$ cat src/rtl/booth_div.sv
// Sequential signed divider: radix-2 restoring division on operand magnitudes,
// one quotient bit per clock, followed by a sign-fix cycle.
module booth_div #(
   parameter int WIDTH = 8
) (
   input  logic             clk,
   input  logic             rst,
   input  logic             start,
   input  logic [WIDTH-1:0] dividend,
   input  logic [WIDTH-1:0] divisor,
   output logic             busy,
   output logic             done,
   output logic [WIDTH-1:0] quotient,
   output logic [WIDTH-1:0] remainder,
   output logic             dbz,
   output logic             ovf
);

   localparam int CW = $clog2(WIDTH + 1);

   typedef enum logic [1:0] {S_IDLE, S_CALC, S_FIX} state_t;

   state_t           r_state, w_next;
   logic [WIDTH:0]   r_rem;
   logic [WIDTH-1:0] r_qm;
   logic [WIDTH:0]   r_dvs;
   logic [CW-1:0]    r_cnt;
   logic             r_sign_q, r_sign_r, r_dbz_p, r_ovf_p;

   logic             w_accept;
   logic [WIDTH-1:0] w_dvd_mag, w_dvs_mag;
   logic             w_dbz_det, w_ovf_det;
   logic [WIDTH+1:0] w_sh;
   logic [WIDTH:0]   w_diff;
   logic             w_qbit;

   assign w_accept = start && (r_state == S_IDLE);
   assign busy     = (r_state != S_IDLE);

   // W-bit unsigned magnitude is exact even for the most-negative operand
   assign w_dvd_mag = dividend[WIDTH-1] ? -dividend : dividend;
   assign w_dvs_mag = divisor[WIDTH-1]  ? -divisor  : divisor;
   assign w_dbz_det = (divisor == '0);
   assign w_ovf_det = (dividend == {1'b1, {(WIDTH-1){1'b0}}}) && (&divisor);

   assign w_sh   = {r_rem, r_qm[WIDTH-1]};
   assign w_qbit = (w_sh >= {1'b0, r_dvs});
   assign w_diff = w_sh[WIDTH:0] - r_dvs;

   always_ff @(posedge clk or posedge rst) begin
      if (rst) r_state <= S_IDLE;
      else     r_state <= w_next;
   end

   always_comb begin
      w_next = r_state;
      case (r_state)
         S_IDLE:  if (start)              w_next = S_CALC;
         S_CALC:  if (r_cnt == CW'(1))    w_next = S_FIX;
         S_FIX:                           w_next = S_IDLE;
         default:                         w_next = S_IDLE;
      endcase
   end

   always_ff @(posedge clk or posedge rst) begin
      if (rst) begin
         r_rem     <= '0;
         r_qm      <= '0;
         r_dvs     <= '0;
         r_cnt     <= '0;
         r_sign_q  <= 1'b0;
         r_sign_r  <= 1'b0;
         r_dbz_p   <= 1'b0;
         r_ovf_p   <= 1'b0;
         done      <= 1'b0;
         quotient  <= '0;
         remainder <= '0;
         dbz       <= 1'b0;
         ovf       <= 1'b0;
      end else begin
         done <= 1'b0;
         case (r_state)
            S_IDLE: begin
               if (w_accept) begin
                  r_rem    <= '0;
                  r_qm     <= w_dvd_mag;
                  r_dvs    <= {1'b0, w_dvs_mag};
                  r_cnt    <= CW'(WIDTH);
                  r_sign_q <= dividend[WIDTH-1] ^ divisor[WIDTH-1];
                  r_sign_r <= dividend[WIDTH-1];
                  r_dbz_p  <= w_dbz_det;
                  r_ovf_p  <= w_ovf_det;
               end
            end
            S_CALC: begin
               // the dividend register doubles as the quotient shift register
               r_rem <= w_qbit ? w_diff : w_sh[WIDTH:0];
               r_qm  <= {r_qm[WIDTH-2:0], w_qbit};
               r_cnt <= r_cnt - CW'(1);
            end
            S_FIX: begin
               // a zero divisor leaves |dividend| in r_rem, so remainder == dividend
               quotient  <= r_dbz_p ? '1 : (r_sign_q ? -r_qm : r_qm);
               remainder <= r_ovf_p ? '0 :
                            (r_sign_r ? -r_rem[WIDTH-1:0] : r_rem[WIDTH-1:0]);
               dbz       <= r_dbz_p;
               ovf       <= r_ovf_p;
               done      <= 1'b1;
            end
            default: ;
         endcase
      end
   end

endmodule

$ cat config.mk
export PLATFORM = sky130hd
export DESIGN_NAME = booth_div
export DESIGN_NICKNAME = d
export VERILOG_FILES = /design/src/rtl/booth_div.sv
export SDC_FILE = /design/constraint.sdc
export NUM_CORES = 1
export LEC_CHECK = 0
export BUFFER_PORTS_ARGS = -buffer_cell sky130_fd_sc_hd__buf_2
export CAP_MARGIN = 5
export CELL_PAD_IN_SITES_DETAIL_PLACEMENT = 0
export CELL_PAD_IN_SITES_GLOBAL_PLACEMENT = 1
export CORE_MARGIN = 2
export CORE_UTILIZATION = 44
export DETAILED_ROUTE_END_ITERATION = 12
export PLACE_DENSITY_LB_ADDON = 0.1
export SYNTH_ARGS = -nofsm -noshare
export SYNTH_HDL_FRONTEND = slang
export SYNTH_SLANG_ARGS = --single-unit
$ cat constraint.sdc
create_clock -name clk -period 2.65 [get_ports clk]
set_input_delay 0.1325 -clock clk [delete_from_list [all_inputs] [get_ports clk]]
set_output_delay 0.1325 -clock clk [all_outputs]
set_load 0.05 [all_outputs]
Word-level counts from Yosys, hierarchy flattened. Index checks and enable logic that the tools add are counted.

Reductions and logical operators: 10. Multipliers: 0. Bitwise gates (word level): 1. Magnitude comparators: 1. Divide/modulo/power cells: 0. Add/sub/neg operators: 6. Shift-type cells: 0. Muxes and demuxes: 17. Eq/ne operators: 7.

Operators by type and width (count): $mux W8 (7); $neg A8 Y8 (4); $mux W9 (2); $pmux W9 S2 (1); $pmux W8 S2 (1); $ge A10 B8 Y1 (1); $sub A9 B8 Y9 (1); $eq A8 B8 Y1 const B (1); $logic_not A8 Y1 (1); $pmux W4 S2 (1); $reduce_and A8 Y1 (1); $ne A2 B2 Y1 const B (3); $reduce_and A2 Y1 (3); $eq A4 B1 Y1 const B (1); $mux W2 (2); $mux W4 (1); $pmux W2 S2 (1); $reduce_bool A2 Y1 (2); $sub A4 B1 Y4 const B (1); $eq A2 B1 Y1 const B (1); $eq A2 B2 Y1 const B (1); $logic_and A1 B1 Y1 (2); $logic_not A2 Y1 (1); $mux W1 (1); $xor A1 B1 Y1 (1).

Input bits: 19. Logic and storage cells: 56. Memories: 0. Register bits after elaboration: 54. Memory bits (writable): 0. Bits in read-only memories: 0. Output and inout port bits: 20. Bits in latches: 0.

Depth between registers and ports, before layout. Gate-level depths: netlist (run 1).

Depth after elaboration: 4. Depth in mapped cells: 10. Gate-level depth less buffers: 9.

Worst setup path after synthesis (run 1). Ideal clock, no wire load.

Path type: register -> register. Start: register r_qm[7]. End: register r_rem[1]. Period minus slack after synthesis: 2297 ps. Arrival time: 2165 ps. Buffers on the path: 1. Stages on the path, launching flop included: 11. Required time: 2519 ps. Setup time: 131 ps. Setup slack: 353 ps. Path through: dfrtp_1 -> inv_1 -> ha_1 -> inv_1 -> fa_1 -> a211oi_2 -> o21ai_2 -> a2111oi_4 -> buf_6 -> mux2i_1 -> o21ai_1.

Cells in the longest elaborated chain, start to end: 3. Elaborated cells between the ends (all ways): 4. Classes of those cells: add/sub (1); order compare (1); mux (2).

RTL lines: start: declaration (RTL line 25) `logic [WIDTH-1:0] r_qm;`; start signal: assignment (RTL line 86) `r_qm <= w_dvd_mag;`; start signal: assignment (RTL line 98) `r_qm <= {r_qm[WIDTH-2:0], w_qbit};`; $sub A9 B8 Y9 / $ge A10 B8 Y1 (equally long branches) (RTL line 48, 47); $mux W9 * (RTL line 97) `r_rem <= w_qbit ? w_diff : w_sh[WIDTH:0];`; $pmux W9 S2 * (RTL line 82) `case (r_state)`; end signal: assignment (RTL line 97); end: declaration (RTL line 24) `logic [WIDTH:0] r_rem;`.

Mark *: on every way between the ends. The rest lies on a longest branch, timed or not. A chain may end at the register's enable or synchronous reset.

Final worst setup path (run 1).
Start: register r_qm[7]. End: register r_rem[2].

Same word-level chain as after synthesis.

==> qor.csv, run 1 <==
metric,value,unit
# fillers,705,
Post-Place Cells,482,
Initial Util,44.88,%
CP Class,flip-flop to flip-flop,
Ys Warns,0,
final std cells w/o fill,490,
post-route ant nets,0,
# diodes,0,
final hold vios,18,
Max Freq,407.9,MHz
P&R area growth vs syn,11.89,%
Max Cap Viol,0,
crit path launch type,flip-flop,
post-synthesis register bit count,54,
Die H,89.56,um
PwrDens,1377,nW/um^2
Post-DP Area,3507,um^2
crit end category,flip-flop,
fin area,3603,um^2
register area share after synthesis,41.96,%
Synth top area share,41.96,%
top-count cell post-synth,dfrtp_1,
crit path DAT,2.65,ns
unrepaired setup endpoints after global routing,false,
routed via count,2605,
worst hold margin,-0.01135,ns
layout cells sized above 1,16.37,%
critical path's slowest cell,dfrtp_1,
clk buf depth,2,
DRC viols,0,
failing checks,negative hold slack,
WP buf/inv,3,
Synthesized Nets,391,
drt first pass iters,4,
Core Box Area,7176,um^2
synthesized area,3221,um^2
Clock Latency Late Sink,0.32,ns
Commonest cells post-synth,"dfrtp_1, nand2_1, o21ai_0, inv_1",
outcome,"complete, but fails checks",
crit path cell chain,inv_1 > ha_1 > inv_1 > fa_1 > a211oi_2 > o21ai_2 > a2111oi_4 > buf_6 > mux2i_1 > o21ai_1,
Final Max Slew Viols,0,
Period minus WS final,2.452,ns
gr usage total,19.46,%
Root Driver,clkbuf_8,
CTS H-tree depth,2,
vias in the first global route,2402,
"delay-heaviest family, CP",compound AO/OA/AOI/OAI gates,
Slew HR,44.83,%
worst vdd ir,0.4088,mV
Synth Flop Type,dfrtp_1,
Wirelength per Cell,14.46,um
Crit Path Max Fanout,9,
global-route wire length before repair,11.96,mm
setup TNS,0,ns
CTS sink cnt,54,
CTS hold repair buffers,0,
largest area contributor in the netlist,dfrtp_1,
leak pwr,0.001650,uW
CP peak stage delay,0.43,ns
dpl hpwl,5.326,mm
WL final,7.085,mm
die span in x,89.56,um
Synth area leaders,"dfrtp_1, ha_1, nand2_1, o21ai_0, xor2_1",
# rows,31,
Initial DRC Count,127,
hold crit path type,input pin to async pin,
Synth Instances,356,
Worst Skew,0.01465,ns
Ports,39,
largest net degree at the start of global routing,55,
Tcrit/Tclk final,92.51,%
"Distinct cells, synth",54,
initial antenna violation count,0,
# port buffers,38,
measured slew at the worst slew-check pin,0.8245,ns
die area,8020,um^2
total grt overflow,0,
mean area per synthesized cell,9.047,um^2
clock-pin slew on the worst setup and hold paths,0.11,ns
Post-synth EDFFs,0,
via density per instance,5.316,
nets,425,
TritonCTS buffer count,5,
global placer's final weighted congestion,0.7887,
CTS tree,built,
count of final setup violators,0,
Async SR Flop Fraction,100.0,%
final core occ,50.22,%
most frequent CP cell,inv_1,
Critical Path RT,2.85,ns
-- per-layer routing --
metal / wire length, um / vias to the layer above / track usage, %
li1: - / 1315 / -
met1: 3535 / 1224 / 27.61
met2: 3137 / 58 / 30.61
met3: 309 / 8 / 3.416
met4: 102 / 0 / 5.292
met5: 0 / - / 0
-- repair_timing --
action | in CTS | in global routing
buffers inserted | 0 | 0
endpoints found under the setup margin | 0 | 5
resized for setup | 0 | 1
-- cell type report --
type | instances | area, um^2 | area share [%]
Multi-Input combinational cell | 258 | 1692 | 46.94
Inverter | 26 | 97.59 | 2.708
Tap cell | 99 | 123.9 | 3.438
Clock inverter | 3 | 23.77 | 0.6597
Clock buffer | 5 | 68.82 | 1.910
Sequential cell | 54 | 1351 | 37.50
Timing Repair Buffer | 45 | 246.5 | 6.840
-- through the flow --
step                      worst slack (ns)  power [uW]
final                               0.1985        4962
after detailed placement            0.1190        4510
after CTS                           0.1052        4995
after global routing              0.004110        5465
after floorplan                     0.3535        3837
after global placement              0.1709        4471
-- worst reg2reg max path: cells and delay by family (launching register included) --
family,cells,cell delay (ns)
fa+ha+maj,2,0.57
flops,1,0.43
buf+inv,3,0.32
mux,1,0.20
compound gates,4,0.82
-- path summary, 6_finish.rpt --
path,from,end,slack [ns],depth (start not counted)
min in group clk,divisor[6],r_dbz_p,0.05,2
min reg2reg,quotient[3],quotient[3],0.48,2
max reg2reg,r_qm[7],r_rem[2],0.20,10
min,rst,ovf,-0.01,3
max in group asynchronous,rst,r_dvs[6],2.21,3
max,r_qm[7],r_rem[2],0.20,10
-- logic make-up after synthesis --
| family | Yosys count | synth area share (%) |
|---|---|---|
| adders and majority gates | 16 | 6.449 |
| and+or+nand+nor | 115 | 17.06 |
| muxes | 7 | 2.253 |
| AOI/OAI and AO/OA | 93 | 19.43 |
| xor gates and xnor gates | 27 | 7.343 |
| DFF | 54 | 41.96 |
| buffers and inverters | 44 | 5.516 |
-- sequential cells by signal, indices dropped and copies added (netlist names) --
register,count
ovf,1
done,1
r_rem,9
quotient,8
remainder,8
r_qm,8
r_dvs,8
r_ovf_p,1
r_state,2
r_sign_r,1
r_cnt,4
r_dbz_p,1
dbz,1
r_sign_q,1
-- power by group --
part / switching (uW) / internal, uW
clock: 287 / 190
sequential: 389 / 1190
combinational: 1790 / 1110
-- layout by cell type (no fill, tap or decap), types with 3 or more instances in the layout --
cell / count
buf_2: 38
nand2_1: 48
a21oi_1: 10
nand2b_1: 6
clkbuf_8: 5
buf_4: 6
ha_1: 15
xor2_1: 14
o21ai_0: 32
mux2i_1: 5
or4_1: 3
nor2b_1: 4
nand3_1: 16
xnor2_1: 13
nor3_1: 4
or3_1: 6
dfrtp_1: 54
a211oi_1: 3
a22oi_1: 6
inv_1: 24
nor2_1: 16
a32oi_1: 3
o21ai_1: 11
o31ai_1: 10
Note: power is estimated with default switching activity, not from simulation.
==> inputs of run 2 (changes only) <==
==> config.mk (replaced) <==
export PLATFORM = sky130hd
export DESIGN_NAME = booth_div
export DESIGN_NICKNAME = d
export VERILOG_FILES = /design/src/rtl/booth_div.sv
export SDC_FILE = /design/constraint.sdc
export NUM_CORES = 1
export LEC_CHECK = 0
export BUFFER_PORTS_ARGS = -buffer_cell sky130_fd_sc_hd__buf_2
export CAP_MARGIN = 5
export CORE_MARGIN = 2
export CORE_UTILIZATION = 45
export DETAILED_ROUTE_END_ITERATION = 12
export REMOVE_ABC_BUFFERS = 1
export SYNTH_ARGS = -nofsm -noshare
export SYNTH_HDL_FRONTEND = slang
export SYNTH_SLANG_ARGS = --single-unit
==> qor.csv, run 2 (same netlist as run 1, synthesis figures left out) <==
metric,value,unit,change
outcome,"complete, no violations",,"was complete, but fails checks"
Root Driver,clkbuf_8,,unchanged
Ports,39,,unchanged
Final Max Slew Viols,0,,unchanged
Worst Skew,0.006613,ns,was 0.01465 ns
# fillers,666,,was 705
"commonest non-fill, non-tap cells in the layout","dfrtp_1, nand2_1, buf_2",,unchanged
die area,7850,um^2,was 8020 um^2
measured slew at the worst slew-check pin,0.7726,ns,was 0.8245 ns
Register Area,1351,um^2,unchanged
worst vdd ir,0.6020,mV,was 0.4088 mV
post-CTS setup buffers,0,,unchanged
initial antenna violation count,0,,unchanged
count of final setup violators,0,,unchanged
hold crit path type,input pin to flip-flop,,was input pin to async pin
Die H,88.60,um,was 89.56 um
Initial Util,46.89,%,was 44.88%
clock-pin slew on the worst setup and hold paths,0.10,ns,was 0.11 ns
global-route wire length before repair,11.85,mm,was 11.96 mm
Slew HR,48.30,%,was 44.83%
Crit Path Max Fanout,12,,was 9
nets,426,,was 425
Clock Latency Late Sink,0.31,ns,was 0.32 ns
# rows,30,,was 31
crit end category,flip-flop,,unchanged
Critical Path RT,2.82,ns,was 2.85 ns
# port buffers,38,,unchanged
P&R area growth vs syn,11.69,%,was 11.89%
Tcrit/Tclk final,93.66,%,was 92.51%
Max Freq,402.9,MHz,was 407.9 MHz
# diodes,0,,unchanged
HP Start,divisor[6],,
Core Box Area,6869,um^2,was 7176 um^2
vias in the first global route,2472,,was 2402
total grt overflow,0,,unchanged
post-route ant nets,0,,unchanged
dpl hpwl,5.195,mm,was 5.326 mm
Wirelength per Cell,14.02,um,was 14.46 um
die span in x,88.60,um,was 89.56 um
Max Cap Viol,0,,unchanged
"commonest non-fill, non-tap cell in the layout",dfrtp_1,,unchanged
R2R Setup Slk,0.17,ns,was 0.20 ns
cell count of the worst reg-to-reg path,10,,unchanged
global placer's final weighted congestion,0.7777,,was 0.7887
CP Class,flip-flop to flip-flop,,unchanged
clk buf depth,2,,unchanged
multi-input gate area in the final layout,1692,um^2,unchanged
Hold Path Sink,r_dbz_p,,
Largest register FFs,9,,unchanged
Initial DRC Count,138,,was 127
final hold vios,0,,was 18
via density per instance,5.296,,was 5.316
drt first pass iters,4,,unchanged
Period minus WS final,2.482,ns,was 2.452 ns
CTS tree,built,,unchanged
unrepaired setup endpoints after global routing,false,,unchanged
CTS sink cnt,54,,unchanged
worst hold margin,0.08339,ns,was -0.01135 ns
CTS H-tree depth,2,,unchanged
worst reg2reg endpoint,r_rem[1],,was r_rem[2]
crit path launch type,flip-flop,,unchanged
DRC viols,0,,unchanged
crit path DAT,2.65,ns,about the same
WHS Path Cells,2,,
largest net degree at the start of global routing,24,,was 55
Largest Register,r_rem,,unchanged
layout cells sized above 1,15.86,%,was 16.37%
TritonCTS buffer count,5,,unchanged
routed via count,2579,,was 2605
WL final,6.829,mm,was 7.085 mm
leak pwr,0.001650,uW,about the same
PwrDens,1363,nW/um^2,was 1377 nW/um^2
reg-to-reg startpoint,r_qm[7],,unchanged
gr usage total,19.20,%,was 19.46%
setup TNS,0,ns,unchanged
[run 2: what timing repair did]
action | 4_1_cts | 5_1_grt
setup endpoints to repair | 0 | 3
endpoints found under the hold margin | 21 | 0
gates resized for setup | 0 | 1
hold buffers | 1 | 0
[run 2: cell type report]
type	instances	share of cell area [%]
repair buffers	46	7.130
well taps	96	3.339
clock inverters	1	0.2087
clock buffers	6	2.017
flip-flops and latches	54	37.57
inverters	26	2.713
multi-input cells	258	47.03
[run 2: worst max-delay path by stage]
stage	start	end	slack (ns)
3_3_place_gp	r_qm[7]	r_rem[7]	0.22
5_1_grt	r_qm[7]	r_rem[1]	0.009
6_report	r_qm[7]	r_rem[1]	0.17
2_1_floorplan	r_qm[7]	r_rem[3]	0.22
4_1_cts	r_qm[7]	r_rem[1]	0.13
3_5_place_dp	r_qm[7]	r_rem[1]	0.15
[run 2: metal layers]
layer  GRT usage (%)  routed length [um]
met1           27.16                3491
met3           3.265                 229
met5               0                   0
met2           31.10                3029
met4           4.132                  78
[run 2: critical path: stages, from the launching register on]
cell       delay [ns]
dfrtp_1          0.43
inv_1            0.07
ha_1             0.15
inv_1            0.05
fa_1             0.42
a211oi_2         0.26
o21ai_2          0.11
a2111oi_4        0.36
buf_6            0.20
mux2i_1          0.21
o21ai_1          0.08
[run 2: stage by stage]
stage | instance area, um^2 | std cells | total power [uW] | setup WS [ns] | utilization (%)
5_1_grt | 3597 | 487 | 5369 | 0.008755 | 52.37
4_1_cts | 3593 | 487 | 4918 | 0.1327 | 52.31
6_report | 3597 | 487 | 4901 | 0.1680 | 52.37
3_3_place_gp | 3503 | 479 | 4404 | 0.2191 | 51.00
2_1_floorplan | 3141 | 338 | 3768 | 0.2163 | -
3_5_place_dp | 3503 | 479 | 4468 | 0.1500 | 51.00
[run 2: report_power, final]
group          internal, uW  total, uW  switching [uW]  leakage (uW)
registers              1190       1580             392      0.000652
logic                  1100       2870            1770      0.000960
clock network           182        451             268     0.0000373
total                  2470       4900            2430       0.00165
==> inputs of run 3 (changes only) <==
--- a/config.mk
+++ b/config.mk
@@ -5,11 +5,11 @@
 export SDC_FILE = /design/constraint.sdc
 export NUM_CORES = 1
 export LEC_CHECK = 0
-export BUFFER_PORTS_ARGS = -buffer_cell sky130_fd_sc_hd__buf_2
 export CAP_MARGIN = 5
 export CORE_MARGIN = 2
 export CORE_UTILIZATION = 45
 export DETAILED_ROUTE_END_ITERATION = 12
+export DONT_BUFFER_PORTS = 1
 export REMOVE_ABC_BUFFERS = 1
 export SYNTH_ARGS = -nofsm -noshare
 export SYNTH_HDL_FRONTEND = slang
==> constraint.sdc (replaced) <==
create_clock -name clk -period 3 [get_ports clk]
set_input_delay 0.15 -clock clk [delete_from_list [all_inputs] [get_ports clk]]
set_output_delay 0.15 -clock clk [all_outputs]
set_load 0.05 [all_outputs]
==> qor.csv, run 3 (same netlist as run 1, synthesis figures left out) <==
metric,value,unit,change
TritonCTS buffer count,5,,unchanged
worst vdd ir,0.4560,mV,was 0.6020 mV
largest net degree at the start of global routing,37,,was 24
WP buf/inv,3,,unchanged
WL final,6.616,mm,was 6.829 mm
layout cells sized above 1,6.497,%,was 15.86%
Period minus WS final,2.520,ns,was 2.482 ns
drt first pass iters,4,,unchanged
clock-pin slew on the worst setup and hold paths,0.10,ns,about the same
hold crit path type,input pin to flip-flop,,unchanged
measured slew at the worst slew-check pin,0.9256,ns,was 0.7726 ns
initial antenna violation count,0,,unchanged
HP Start,dividend[0],,was divisor[6]
reg-to-reg startpoint,r_qm[7],,unchanged
"commonest non-fill, non-tap cells in the layout","dfrtp_1, nand2_1, o21ai_0",,"was dfrtp_1, nand2_1, buf_2"
crit path cell chain,inv_1 > ha_1 > inv_1 > fa_1 > a211oi_2 > o21ai_2 > a2111oi_4 > buf_4 > nand2b_1 > o21ai_1,,was inv_1 > ha_1 > inv_1 > fa_1 > a211oi_2 > o21ai_2 > a2111oi_4 > buf_6 > mux2i_1 > o21ai_1
leak pwr,0.001508,uW,was 0.001650 uW
worst reg2reg endpoint,r_rem[3],,was r_rem[1]
worst hold margin,0.02313,ns,was 0.08339 ns
cell count of the worst reg-to-reg path,10,,unchanged
R2R Setup Slk,0.48,ns,was 0.17 ns
CP Class,flip-flop to flip-flop,,unchanged
DRC viols,0,,unchanged
clk buf depth,2,,unchanged
Largest register FFs,9,,unchanged
Die H,88.60,um,unchanged
Tcrit/Tclk final,83.99,%,was 93.66%
crit path DAT,2.71,ns,was 2.65 ns
WHS Path Cells,2,,unchanged
Critical Path RT,3.19,ns,was 2.82 ns
Crit Path Max Fanout,12,,unchanged
# fillers,650,,was 666
most frequent CP cell,inv_1,,unchanged
nets,388,,was 426
global-route wire length before repair,11.39,mm,was 11.85 mm
Worst Skew,0.008475,ns,was 0.006613 ns
# rows,30,,unchanged
Wirelength per Cell,14.70,um,was 14.02 um
Core Box Area,6869,um^2,unchanged
vias in the first global route,2361,,was 2472
Initial Util,46.89,%,unchanged
Final Max Slew Viols,0,,unchanged
routed via count,2518,,was 2579
"commonest non-fill, non-tap cell in the layout",dfrtp_1,,unchanged
CTS sink cnt,54,,unchanged
Initial DRC Count,106,,was 138
Ports,39,,unchanged
die area,7850,um^2,unchanged
setup TNS,0,ns,unchanged
Max Cap Viol,0,,unchanged
Max Freq,396.9,MHz,was 402.9 MHz
# port buffers,0,,was 38
Largest Register,r_rem,,unchanged
"delay-heaviest family, CP",compound AO/OA/AOI/OAI gates,,unchanged
total grt overflow,0,,unchanged
Hold Path Sink,r_qm[0],,was r_dbz_p
post-CTS setup buffers,0,,unchanged
global placer's final weighted congestion,0.8288,,was 0.7777
die span in x,88.60,um,unchanged
gr usage total,18.61,%,was 19.20%
outcome,"complete, no violations",,unchanged
P&R area growth vs syn,6.372,%,was 11.69%
PwrDens,1234,nW/um^2,was 1363 nW/um^2
CTS tree,built,,unchanged
crit end category,flip-flop,,unchanged
via density per instance,5.596,,was 5.296
final hold vios,0,,unchanged
CTS H-tree depth,2,,unchanged
dpl hpwl,4.904,mm,was 5.195 mm
count of final setup violators,0,,unchanged
unrepaired setup endpoints after global routing,false,,unchanged
# diodes,0,,unchanged
Root Driver,clkbuf_8,,unchanged
CP peak stage delay,0.43,ns,about the same
Clock Latency Late Sink,0.30,ns,was 0.31 ns
post-route ant nets,0,,unchanged
critical path's slowest cell,dfrtp_1,,unchanged
Slew HR,38.30,%,was 48.30%
crit path launch type,flip-flop,,unchanged
## run 3: how the worst max path moves through the flow
stage | slack [ns] | end | cells past startpoint | from
after global placement | 0.56 | r_rem[3] | 10 | r_qm[7]
final | 0.48 | r_rem[3] | 10 | r_qm[7]
after global routing | 0.32 | r_rem[3] | 10 | r_qm[7]
after CTS | 0.47 | r_rem[3] | 10 | r_qm[7]
after detailed placement | 0.51 | r_rem[3] | 10 | r_qm[7]
after floorplan | 0.57 | r_rem[3] | 9 | r_qm[7]
## run 3: stage by stage
step | instances | setup WS (ns) | instance area (um^2) | total power, uW | utilization (%)
floorplan | 338 | 0.5663 | 3141 | 3328 | -
CTS | 450 | 0.4727 | 3426 | 4255 | 49.87
global placement | 438 | 0.5599 | 3291 | 3767 | 47.91
finish | 450 | 0.4802 | 3426 | 4226 | 49.87
global route | 450 | 0.3237 | 3426 | 4614 | 49.87
detailed placement | 438 | 0.5103 | 3291 | 3823 | 47.91
## run 3: what timing repair did
action,CTS,global route
resized for setup,0,0
hold buffers,4,0
hold endpoints to repair,38,0
## run 3: power breakdown
part / leakage [uW] / switching [uW] / internal, uW / total, uW
clock network: 0.0000472 / 237 / 186 / 423
registers: 0.000652 / 709 / 1040 / 1750
logic: 0.000808 / 1160 / 885 / 2050
## run 3: per-layer routing
layer / wire length, um / GRT usage [%] / up-vias
li1: - / - / 1247
met1: 3190 / 25.42 / 1202
met2: 3092 / 30.42 / 62
met3: 270 / 3.545 / 7
met4: 62 / 4.959 / 0
met5: 0 / 0 / -
## run 3: cell type report
class                   instances  area, um^2  share of cell area, %
clock buffers                   6       82.58                  2.411
clock inverters                 2       12.51                 0.3652
multi-input cells             258        1692                  49.38
repair buffers                  8       70.07                  2.045
inverters                      26       97.59                  2.849
flip-flops and latches         54        1351                  39.44
well taps                      96       120.1                  3.506
